--- src/rtl/writeback_stage.sv ---
// Writeback stage: retires one execute-stage result per cycle into the register file or data memory.
// MUL/DIV results take a second cycle to write their high byte to rd+1.
module writeback_stage (
    input  logic        clk,
    input  logic        reset,
    input  logic        enable,
    input  logic [4:0]  opcode,
    input  logic [2:0]  rd,
    input  logic [3:0]  mem_addr,
    input  logic [15:0] result,
    input  logic        zero_flag,
    input  logic        carry_flag,
    input  logic        ac_flag,
    input  logic        parity_flag,
    output logic        reg_we,
    output logic [2:0]  reg_waddr,
    output logic [7:0]  reg_wdata,
    output logic        mem_we,
    output logic [3:0]  mem_waddr,
    output logic [7:0]  mem_wdata,
    output logic [3:0]  flags_q,
    output logic        busy,
    output logic        halted,
    output logic        wb_done
);

    localparam int unsigned OP_W    = 5;
    localparam int unsigned RA_W    = 3;
    localparam int unsigned MA_W    = 4;
    localparam int unsigned RES_W   = 16;
    localparam int unsigned BYTE_W  = 8;
    localparam int unsigned FLAGS_W = 4;

    localparam logic [OP_W-1:0] OP_MUL   = 5'b00011;
    localparam logic [OP_W-1:0] OP_DIV   = 5'b00100;
    localparam logic [OP_W-1:0] OP_STORE = 5'b01100;
    localparam logic [OP_W-1:0] OP_CMP   = 5'b11001;
    localparam logic [OP_W-1:0] OP_HALT  = 5'b11111;

    typedef enum logic [1:0] {
        S_IDLE   = 2'd0,
        S_COMMIT = 2'd1,
        S_WR_HI  = 2'd2,
        S_HALT   = 2'd3
    } state_t;

    function automatic logic is_muldiv(input logic [OP_W-1:0] op);
        return (op == OP_MUL) || (op == OP_DIV);
    endfunction

    function automatic logic is_reg_op(input logic [OP_W-1:0] op);
        return (op <= 5'b01011) || ((op >= 5'b10000) && (op <= 5'b10101));
    endfunction

    function automatic logic is_flag_op(input logic [OP_W-1:0] op);
        return ((op >= 5'b00001) && (op <= 5'b01010)) ||
               ((op >= 5'b10000) && (op <= 5'b10101)) || (op == OP_CMP);
    endfunction

    state_t               state_q, state_d;
    logic [OP_W-1:0]      op_q, op_d;
    logic [RA_W-1:0]      rd_q, rd_d;
    logic [MA_W-1:0]      addr_q, addr_d;
    logic [RES_W-1:0]     res_q, res_d;
    logic [FLAGS_W-1:0]   flg_q, flg_d;
    logic [FLAGS_W-1:0]   flags_d;
    logic                 accept;

    logic                 reg_we_d, mem_we_d, busy_d, halted_d, wb_done_d;
    logic [RA_W-1:0]      reg_waddr_d;
    logic [BYTE_W-1:0]    reg_wdata_d, mem_wdata_d;
    logic [MA_W-1:0]      mem_waddr_d;

    assign accept = enable && !busy;

    // State register
    always_ff @(posedge clk) begin
        if (reset) state_q <= S_IDLE;
        else       state_q <= state_d;
    end

    // Next-state logic
    always_comb begin
        state_d = state_q;
        unique case (state_q)
            S_IDLE, S_WR_HI: begin
                if (accept) state_d = (opcode == OP_HALT) ? S_HALT : S_COMMIT;
                else        state_d = S_IDLE;
            end
            S_COMMIT: begin
                if (is_muldiv(op_q)) state_d = S_WR_HI;
                else if (accept)     state_d = (opcode == OP_HALT) ? S_HALT : S_COMMIT;
                else                 state_d = S_IDLE;
            end
            S_HALT:  state_d = S_HALT;
            default: state_d = S_IDLE;
        endcase
    end

    // Instruction latch and architectural flag update
    always_comb begin
        op_d    = op_q;
        rd_d    = rd_q;
        addr_d  = addr_q;
        res_d   = res_q;
        flg_d   = flg_q;
        flags_d = flags_q;
        if (accept) begin
            op_d   = opcode;
            rd_d   = rd;
            addr_d = mem_addr;
            res_d  = result;
            flg_d  = {zero_flag, carry_flag, ac_flag, parity_flag};
        end
        if ((state_q == S_COMMIT) && is_flag_op(op_q)) flags_d = flg_q;
    end

    // Outputs are decoded from the next state so they appear registered in that state
    always_comb begin
        reg_we_d    = 1'b0;
        reg_waddr_d = '0;
        reg_wdata_d = '0;
        mem_we_d    = 1'b0;
        mem_waddr_d = '0;
        mem_wdata_d = '0;
        busy_d      = 1'b0;
        halted_d    = 1'b0;
        wb_done_d   = 1'b0;
        unique case (state_d)
            S_COMMIT: begin
                busy_d    = is_muldiv(op_d);
                wb_done_d = !is_muldiv(op_d);
                if (op_d == OP_STORE) begin
                    mem_we_d    = 1'b1;
                    mem_waddr_d = addr_d;
                    mem_wdata_d = res_d[BYTE_W-1:0];
                end else if (is_reg_op(op_d)) begin
                    reg_we_d    = 1'b1;
                    reg_waddr_d = rd_d;
                    reg_wdata_d = res_d[BYTE_W-1:0];
                end
            end
            S_WR_HI: begin
                reg_we_d    = 1'b1;
                reg_waddr_d = RA_W'(rd_d + RA_W'(1));
                reg_wdata_d = res_d[RES_W-1:BYTE_W];
                wb_done_d   = 1'b1;
            end
            S_HALT: begin
                busy_d   = 1'b1;
                halted_d = 1'b1;
            end
            default: ;
        endcase
    end

    // Datapath and output registers
    always_ff @(posedge clk) begin
        if (reset) begin
            op_q      <= '0;
            rd_q      <= '0;
            addr_q    <= '0;
            res_q     <= '0;
            flg_q     <= '0;
            flags_q   <= '0;
            reg_we    <= 1'b0;
            reg_waddr <= '0;
            reg_wdata <= '0;
            mem_we    <= 1'b0;
            mem_waddr <= '0;
            mem_wdata <= '0;
            busy      <= 1'b0;
            halted    <= 1'b0;
            wb_done   <= 1'b0;
        end else begin
            op_q      <= op_d;
            rd_q      <= rd_d;
            addr_q    <= addr_d;
            res_q     <= res_d;
            flg_q     <= flg_d;
            flags_q   <= flags_d;
            reg_we    <= reg_we_d;
            reg_waddr <= reg_waddr_d;
            reg_wdata <= reg_wdata_d;
            mem_we    <= mem_we_d;
            mem_waddr <= mem_waddr_d;
            mem_wdata <= mem_wdata_d;
            busy      <= busy_d;
            halted    <= halted_d;
            wb_done   <= wb_done_d;
        end
    end

endmodule

--- config.mk ---
export PLATFORM = sky130hd
export DESIGN_NAME = writeback_stage
export DESIGN_NICKNAME = d
export VERILOG_FILES = /design/src/rtl/writeback_stage.sv
export SDC_FILE = /design/constraint.sdc
export NUM_CORES = 1
export LEC_CHECK = 0
export CORE_MARGIN = 2
export CORE_UTILIZATION = 47
export CTS_CLUSTER_SIZE = 25
export DETAILED_ROUTE_END_ITERATION = 7
export PLACE_DENSITY = 0.78
export SETUP_SLACK_MARGIN = 0.3
export SKIP_CTS_REPAIR_TIMING = 1
export SLEW_MARGIN = 25
export SYNTH_ARGS = -nofsm -noshare
export SYNTH_HDL_FRONTEND = slang
export SYNTH_SLANG_ARGS = --single-unit
--- constraint.sdc ---
create_clock -name clk -period 3.1 [get_ports clk]
set_clock_uncertainty 0.2 [all_clocks]
set_input_delay 0.62 -clock clk [delete_from_list [all_inputs] [get_ports clk]]
set_output_delay 0.62 -clock clk [all_outputs]
set_load 0.05 [all_outputs]
==> results.cfg, run 1 <==
[status]
status = completed

[route]
viasPerCell = 4.97
dr.pass1.iters = 5
drc_errors = 0
ant_nets = 0
first_iter_violations = 102
dr_total_vias = 2032
routed_wl_mm = 5.83
drt-wirelength-per-cell_um = 14.3

[pwr]
vdd_drop_max_mv = 0.336
p_leak_nw = 1.46
p_per_area_nw_per_um2 = 521

[critical_path]
worstReg2RegEnd = reg_wdata[2]$_SDFF_PP0_
path_cells = or3b_4 -> a2111oi_4 -> a2bb2oi_2 -> inv_2 -> ha_4 -> nor2_4 -> o211ai_1 -> or3_4 -> o22ai_1
cp-end-kind = flop
crit_path_start_kind = flop
crit_arrival_ns = 2.82
crit_family = compound AO/OA/AOI/OAI gates
critPathSlowestCell = or3_4
cpPeakStageDelay_ns = 0.42
r2r_start = op_q[0]$_SDFF_PP0_
worst-r2r-setup-slack_ns = 0.33
ff2ff_path_depth = 9
worst-path-stages = 9
path_buf_inv = 1
crit_type = reg2reg
cp_max_fo = 6
required_ns = 3.15

[clock_tree]
cts_root_buf = clkbuf_8
clk_latency_ns = 0.34
clkSlewWorstSetupHoldPaths_ns = 0.07
numCtsBuffers = 9
cts_sinks = 66
cts_tree = done
cts_buffer_depth = 2
htree_levels = 3

[sta]
slew_headroom_pct = 64.1
maxSlewViolCount = 0
setup_viol = 0
max_freq_ghz = 0.361
hold_ws_ns = 0.256
tightestPinTransition_ns = 0.537
rsz0062_at_grt = true
tns_ns = 0
min_period_ns = 2.77
final_hold_viol_count = 0
timing.final.ws_setup_ns = 0.330
fin_crit_sh_pct = 89.3

[finish]
final_nets = 373
antenna_cells = 0
area_delta_synth_final_pct = 43.7
stdcell_area_sq_um = 3580
layout-drive-gt1-share_pct = 16.5

[hold_path]
holdPathStages = 2
hp-start = flg_q[2]$_SDFFE_PP0N_
hp-class = reg2reg
hold_end = flg_q[2]$_SDFFE_PP0N_

[synthesis]
synth_edf_count = 0
yosysWarnings = 0
ys_async_sr_fraction_pct = 0
netlist_area_sq_um = 2490
seq_area_frac_synth_pct = 53.0
syn_avg_cell_area_sq_um = 10.0
synth_flop_cell = dfxtp_1
syn_inst = 249
synth_seq_cells = 66
synth_cell_types = 37
syn_nets = 288

[placement]
io_buffers = 66
dpl-instance-area_sq_um = 3280
dp_slack_ns = 0.0188
dpl.hpwl_mm = 3.80
gp_congestion = 0.908

[die]
core_area_sq_um = 5110
dieHeight_um = 76.8
initial_utilization_pct = 48.8
io_pins = 67
rows = 26
dieArea_sq_um = 5900
die_x_um = 76.8

[grt]
antenna_found_initial = 0
grtUsageMet3_pct = 8.35
grt_pass1_wl_mm = 9.09
grt_start_max_net_pins = 44
grtUsageMet1_pct = 24.4
globalRoute.busiestLayer = met2
grt_pass1_vias = 1901
use_met2_pct = 30.2
grtUsageTotal_pct = 19.5
overflow = 0

[flow_run]
cap_violations = 0
==> per-layer routing <==
layer	wire [um]	part of all wire, %
met1	2510	43
met2	2750	47
met3	517	8.9
met4	45	0.77
met5	0	0
==> cells in the mapped netlist (2+ instances only) <==
| library cell | count | area share (%) |
|---|---|---|
| a21boi_0 | 2 | 0.60 |
| a21oi_1 | 9 | 1.8 |
| buf_2 | 6 | 1.2 |
| buf_4 | 3 | 0.90 |
| clkbuf_1 | 4 | 0.60 |
| dfxtp_1 | 66 | 53 |
| ha_1 | 4 | 2.0 |
| inv_1 | 8 | 1.2 |
| mux2i_1 | 29 | 12 |
| nand2_1 | 20 | 3.0 |
| nand2b_1 | 14 | 3.5 |
| nand3_1 | 2 | 0.40 |
| nand3b_1 | 2 | 0.60 |
| nor2_1 | 43 | 6.5 |
| nor2b_1 | 3 | 0.75 |
| nor3_1 | 3 | 0.60 |
| o21ai_0 | 2 | 0.40 |
| o21ai_1 | 2 | 0.40 |
| o22ai_1 | 9 | 2.3 |
==> worst min-delay path, stage by stage, from the launching register on <==
cell	delay, ns
dfxtp_1	0.31
nand2_1	0.05
a21oi_1	0.05
==> stage by stage <==
stage | utilization (%) | power, mW | cells
global placement | 64.2 | 1.16 | 384
CTS | 68.0 | 1.86 | 400
finish | 70.1 | 1.87 | 409
global route | 70.1 | 1.94 | 409
floorplan | - | 1.07 | 249
detailed placement | 64.2 | 1.16 | 384
==> where the power goes <==
part	total, mW	switching, mW	internal [mW]
combinational	0.263	0.136	0.128
sequential	0.897	0.0151	0.882
clock	0.706	0.315	0.391
total	1.87	0.466	1.40
==> worst max path at each step <==
stage	startpoint	to	slack (ns)
global route	op_q[0]$_SDFF_PP0_	reg_wdata[5]$_SDFF_PP0_	0.17
detailed placement	opcode[1]	reg_wdata[0]$_SDFF_PP0_	0.02
CTS	op_q[1]$_SDFF_PP0_	reg_wdata[5]$_SDFF_PP0_	0.24
floorplan	op_q[0]$_SDFF_PP0_	reg_waddr[2]$_SDFF_PP0_	0.35
finish	op_q[0]$_SDFF_PP0_	reg_wdata[2]$_SDFF_PP0_	0.33
global placement	opcode[1]	reg_wdata[7]$_SDFF_PP0_	0.09
==> cells in the final DEF (no fill, tap or decap), types with 2 or more instances in the layout <==
cell,n
clkdlybuf4s50_1,66
dfxtp_1,63
nor2_1,43
mux2i_1,29
buf_4,21
nand2_1,20
nand2b_1,13
clkbuf_8,10
a21oi_1,9
inv_1,7
o22ai_2,5
o22ai_1,4
nor2b_1,3
nor3_1,3
ha_1,3
clkinv_2,3
nand3b_1,2
a21boi_0,2
o21ai_0,2
or3_4,2
nand3_1,2
o21ai_1,2
dfxtp_4,2
==> flip-flops by register name, summed over array words and instances, names as in the netlist, 2 cells and up <==
name	flops
rd_q	3
mem_waddr	4
reg_waddr	3
res_q	16
state_q	2
flags_q	4
flg_q	4
mem_wdata	8
reg_wdata	8
op_q	5
addr_q	4
==> layout make-up <==
type,count,area [sq um]
Sequential cell,66,1330
Tap cell,70,87.6
Timing Repair Buffer,87,818
Clock inverter,5,53.8
Multi-Input combinational cell,162,1120
Clock buffer,11,141
Fill cell,414,1530
Inverter,8,30.0
==> logic make-up after synthesis <==
group | Yosys count | share of synthesized area, %
compound gates | 34 | 10.3
xor+xnor | 1 | 0.351
fa+ha+maj | 4 | 2.01
buf+inv | 22 | 4.37
flops | 66 | 53.0
mux | 31 | 13.0
simple gates | 91 | 17.0
(Power assumes the default switching activity.)
==> run 2: changes to the inputs <==
--- a/config.mk
+++ b/config.mk
@@ -9,6 +9,8 @@
 export CORE_UTILIZATION = 47
 export CTS_CLUSTER_SIZE = 25
 export DETAILED_ROUTE_END_ITERATION = 7
+export GPL_ROUTABILITY_DRIVEN = 1
+export MAX_ROUTING_LAYER = met4
 export PLACE_DENSITY = 0.78
 export SETUP_SLACK_MARGIN = 0.3
 export SKIP_CTS_REPAIR_TIMING = 1
==> results.cfg, run 2 (same netlist as run 1, synthesis figures left out) <==
[status]
status = completed

[finish]
multi_input_area_sq_um = 1120
top_register = res_q
layout_common_cells = 66 x clkdlybuf4s50_1, 63 x dfxtp_1, 43 x nor2_1, 29 x mux2i_1, 21 x buf_4
fill_cells = 414
layout-drive-gt1-share_pct = 16.5
largest_reg_flops = 16
layout_commonest_cell = clkdlybuf4s50_1
seq_area_sq_um = 1330
final_nets = 373
largest_registers = res_q x16, mem_wdata x8, reg_wdata x8
final_cells = 409
antenna_cells = 0
area_delta_synth_final_pct = 43.7

[die]
io_pins = 67
die_x_um = 76.8
rows = 26
dieHeight_um = 76.8
dieArea_sq_um = 5900
initial_utilization_pct = 48.8
core_area_sq_um = 5110

[pwr]
p_clk_share_pct = 37.8
intPower_mw = 1.40
switching_share_pct = 24.9
p_sw_mw = 0.464
power_frac_comb_pct = 14.1
p_leak_nw = 1.46
p_per_area_nw_per_um2 = 521
seqPwrFrac_pct = 48.1
vdd_drop_max_mv = 0.336

[sta]
setup_viol = 0
rsz0062_at_grt = true
tns_ns = 0
fin_crit_sh_pct = 89.3
final_hold_viol_count = 0
min_period_ns = 2.77
max_freq_ghz = 0.361
tightestPinTransition_ns = 0.543
maxSlewViolCount = 0
slew_headroom_pct = 63.7

[grt]
antenna_found_initial = 0
grt_pass1_vias = 1908
grt_pass1_wl_mm = 9.09
grtUsageTotal_pct = 20.1
overflow = 0
grt_start_max_net_pins = 44

[critical_path]
required_ns = 3.15
crit_path_start_kind = flop
crit_type = reg2reg
path_cells = or3b_4 -> a2111oi_4 -> a2bb2oi_2 -> inv_2 -> ha_4 -> nor2_4 -> o211ai_1 -> or3_4 -> o22ai_1
cp_max_fo = 6
cp-startpoint = op_q[0]$_SDFF_PP0_
crit_arrival_ns = 2.82
r2r_start = op_q[0]$_SDFF_PP0_
cp-end-kind = flop
cpPeakStageDelay_ns = 0.42
critPathSlowestCell = or3_4

[clock_tree]
cts_root_buf = clkbuf_8
cts_sinks = 66
cts_buffer_depth = 2
clkSlewWorstSetupHoldPaths_ns = 0.07
clk_latency_ns = 0.34
numCtsBuffers = 9
htree_levels = 3
cts_tree = done

[placement]
dpl.hpwl_mm = 3.80
gp_congestion = 0.923
dp_cells = 384
io_buffers = 66

[route]
ant_nets = 0
drt-wirelength-per-cell_um = 14.2
first_iter_violations = 94
dr_total_vias = 2032
routed_wl_mm = 5.82
viasPerCell = 4.97
dr.pass1.iters = 4
drc_errors = 0

[hold_path]
hp-class = reg2reg
hp-start = flg_q[2]$_SDFFE_PP0N_

[flow_run]
cap_violations = 0
run 2: path summary, 6_finish.rpt:
path | cells after the start | endpoint | slack, ns
max | 9 | reg_wdata[2]$_SDFF_PP0_ | 0.33
min | 2 | flg_q[2]$_SDFFE_PP0N_ | 0.26
max reg2reg | 9 | reg_wdata[2]$_SDFF_PP0_ | 0.33
min reg2reg | 2 | flg_q[2]$_SDFFE_PP0N_ | 0.26
run 2: per-layer routing:
metal	part of all wire, %	track usage (%)	vias up
met5	0	-	-
met4	1.3	6.55	0
met3	7.7	8.47	9
met2	47	30.0	68
met1	44	24.7	950
li1	-	-	1005
run 2: final cells by class:
cell class / count / area share [%]
flip-flops and latches: 66 / 37.1
clock inverters: 5 / 1.50
multi-input cells: 162 / 31.3
clock buffers: 11 / 3.95
repair buffers: 87 / 22.8
well taps: 70 / 2.44
inverters: 8 / 0.838
run 2: metrics by stage:
stage | area [sq um] | hold WS (ns) | power, mW | worst slack, ns | util, %
final | 3580 | 0.256 | 1.86 | 0.331 | 70.1
after CTS | 3470 | 0.257 | 1.86 | 0.238 | 68.0
after global routing | 3580 | 0.289 | 1.94 | 0.170 | 70.1
after global placement | 3280 | 0.243 | 1.16 | 0.0924 | 64.2
after detailed placement | 3280 | 0.247 | 1.16 | 0.0188 | 64.2
after floorplan | 2510 | 0.237 | 1.07 | 0.353 | -
run 2: power groups by stage:
stage / logic (mW) / registers (mW) / clock network (mW)
after floorplan: 0.125 / 0.941 / 0
after global placement: 0.241 / 0.917 / 0
after detailed placement: 0.245 / 0.919 / 0
after CTS: 0.246 / 0.900 / 0.714
after global routing: 0.285 / 0.901 / 0.756
final: 0.263 / 0.897 / 0.704
run 2: critical path, delay by kind of cell, from the launching register on:
kind	cells	cell delay (ns)
AOI/OAI and AO/OA	4	0.91
adders and majority gates	1	0.22
buffers and inverters	1	0.08
DFF	1	0.35
and+or+nand+nor	3	0.91
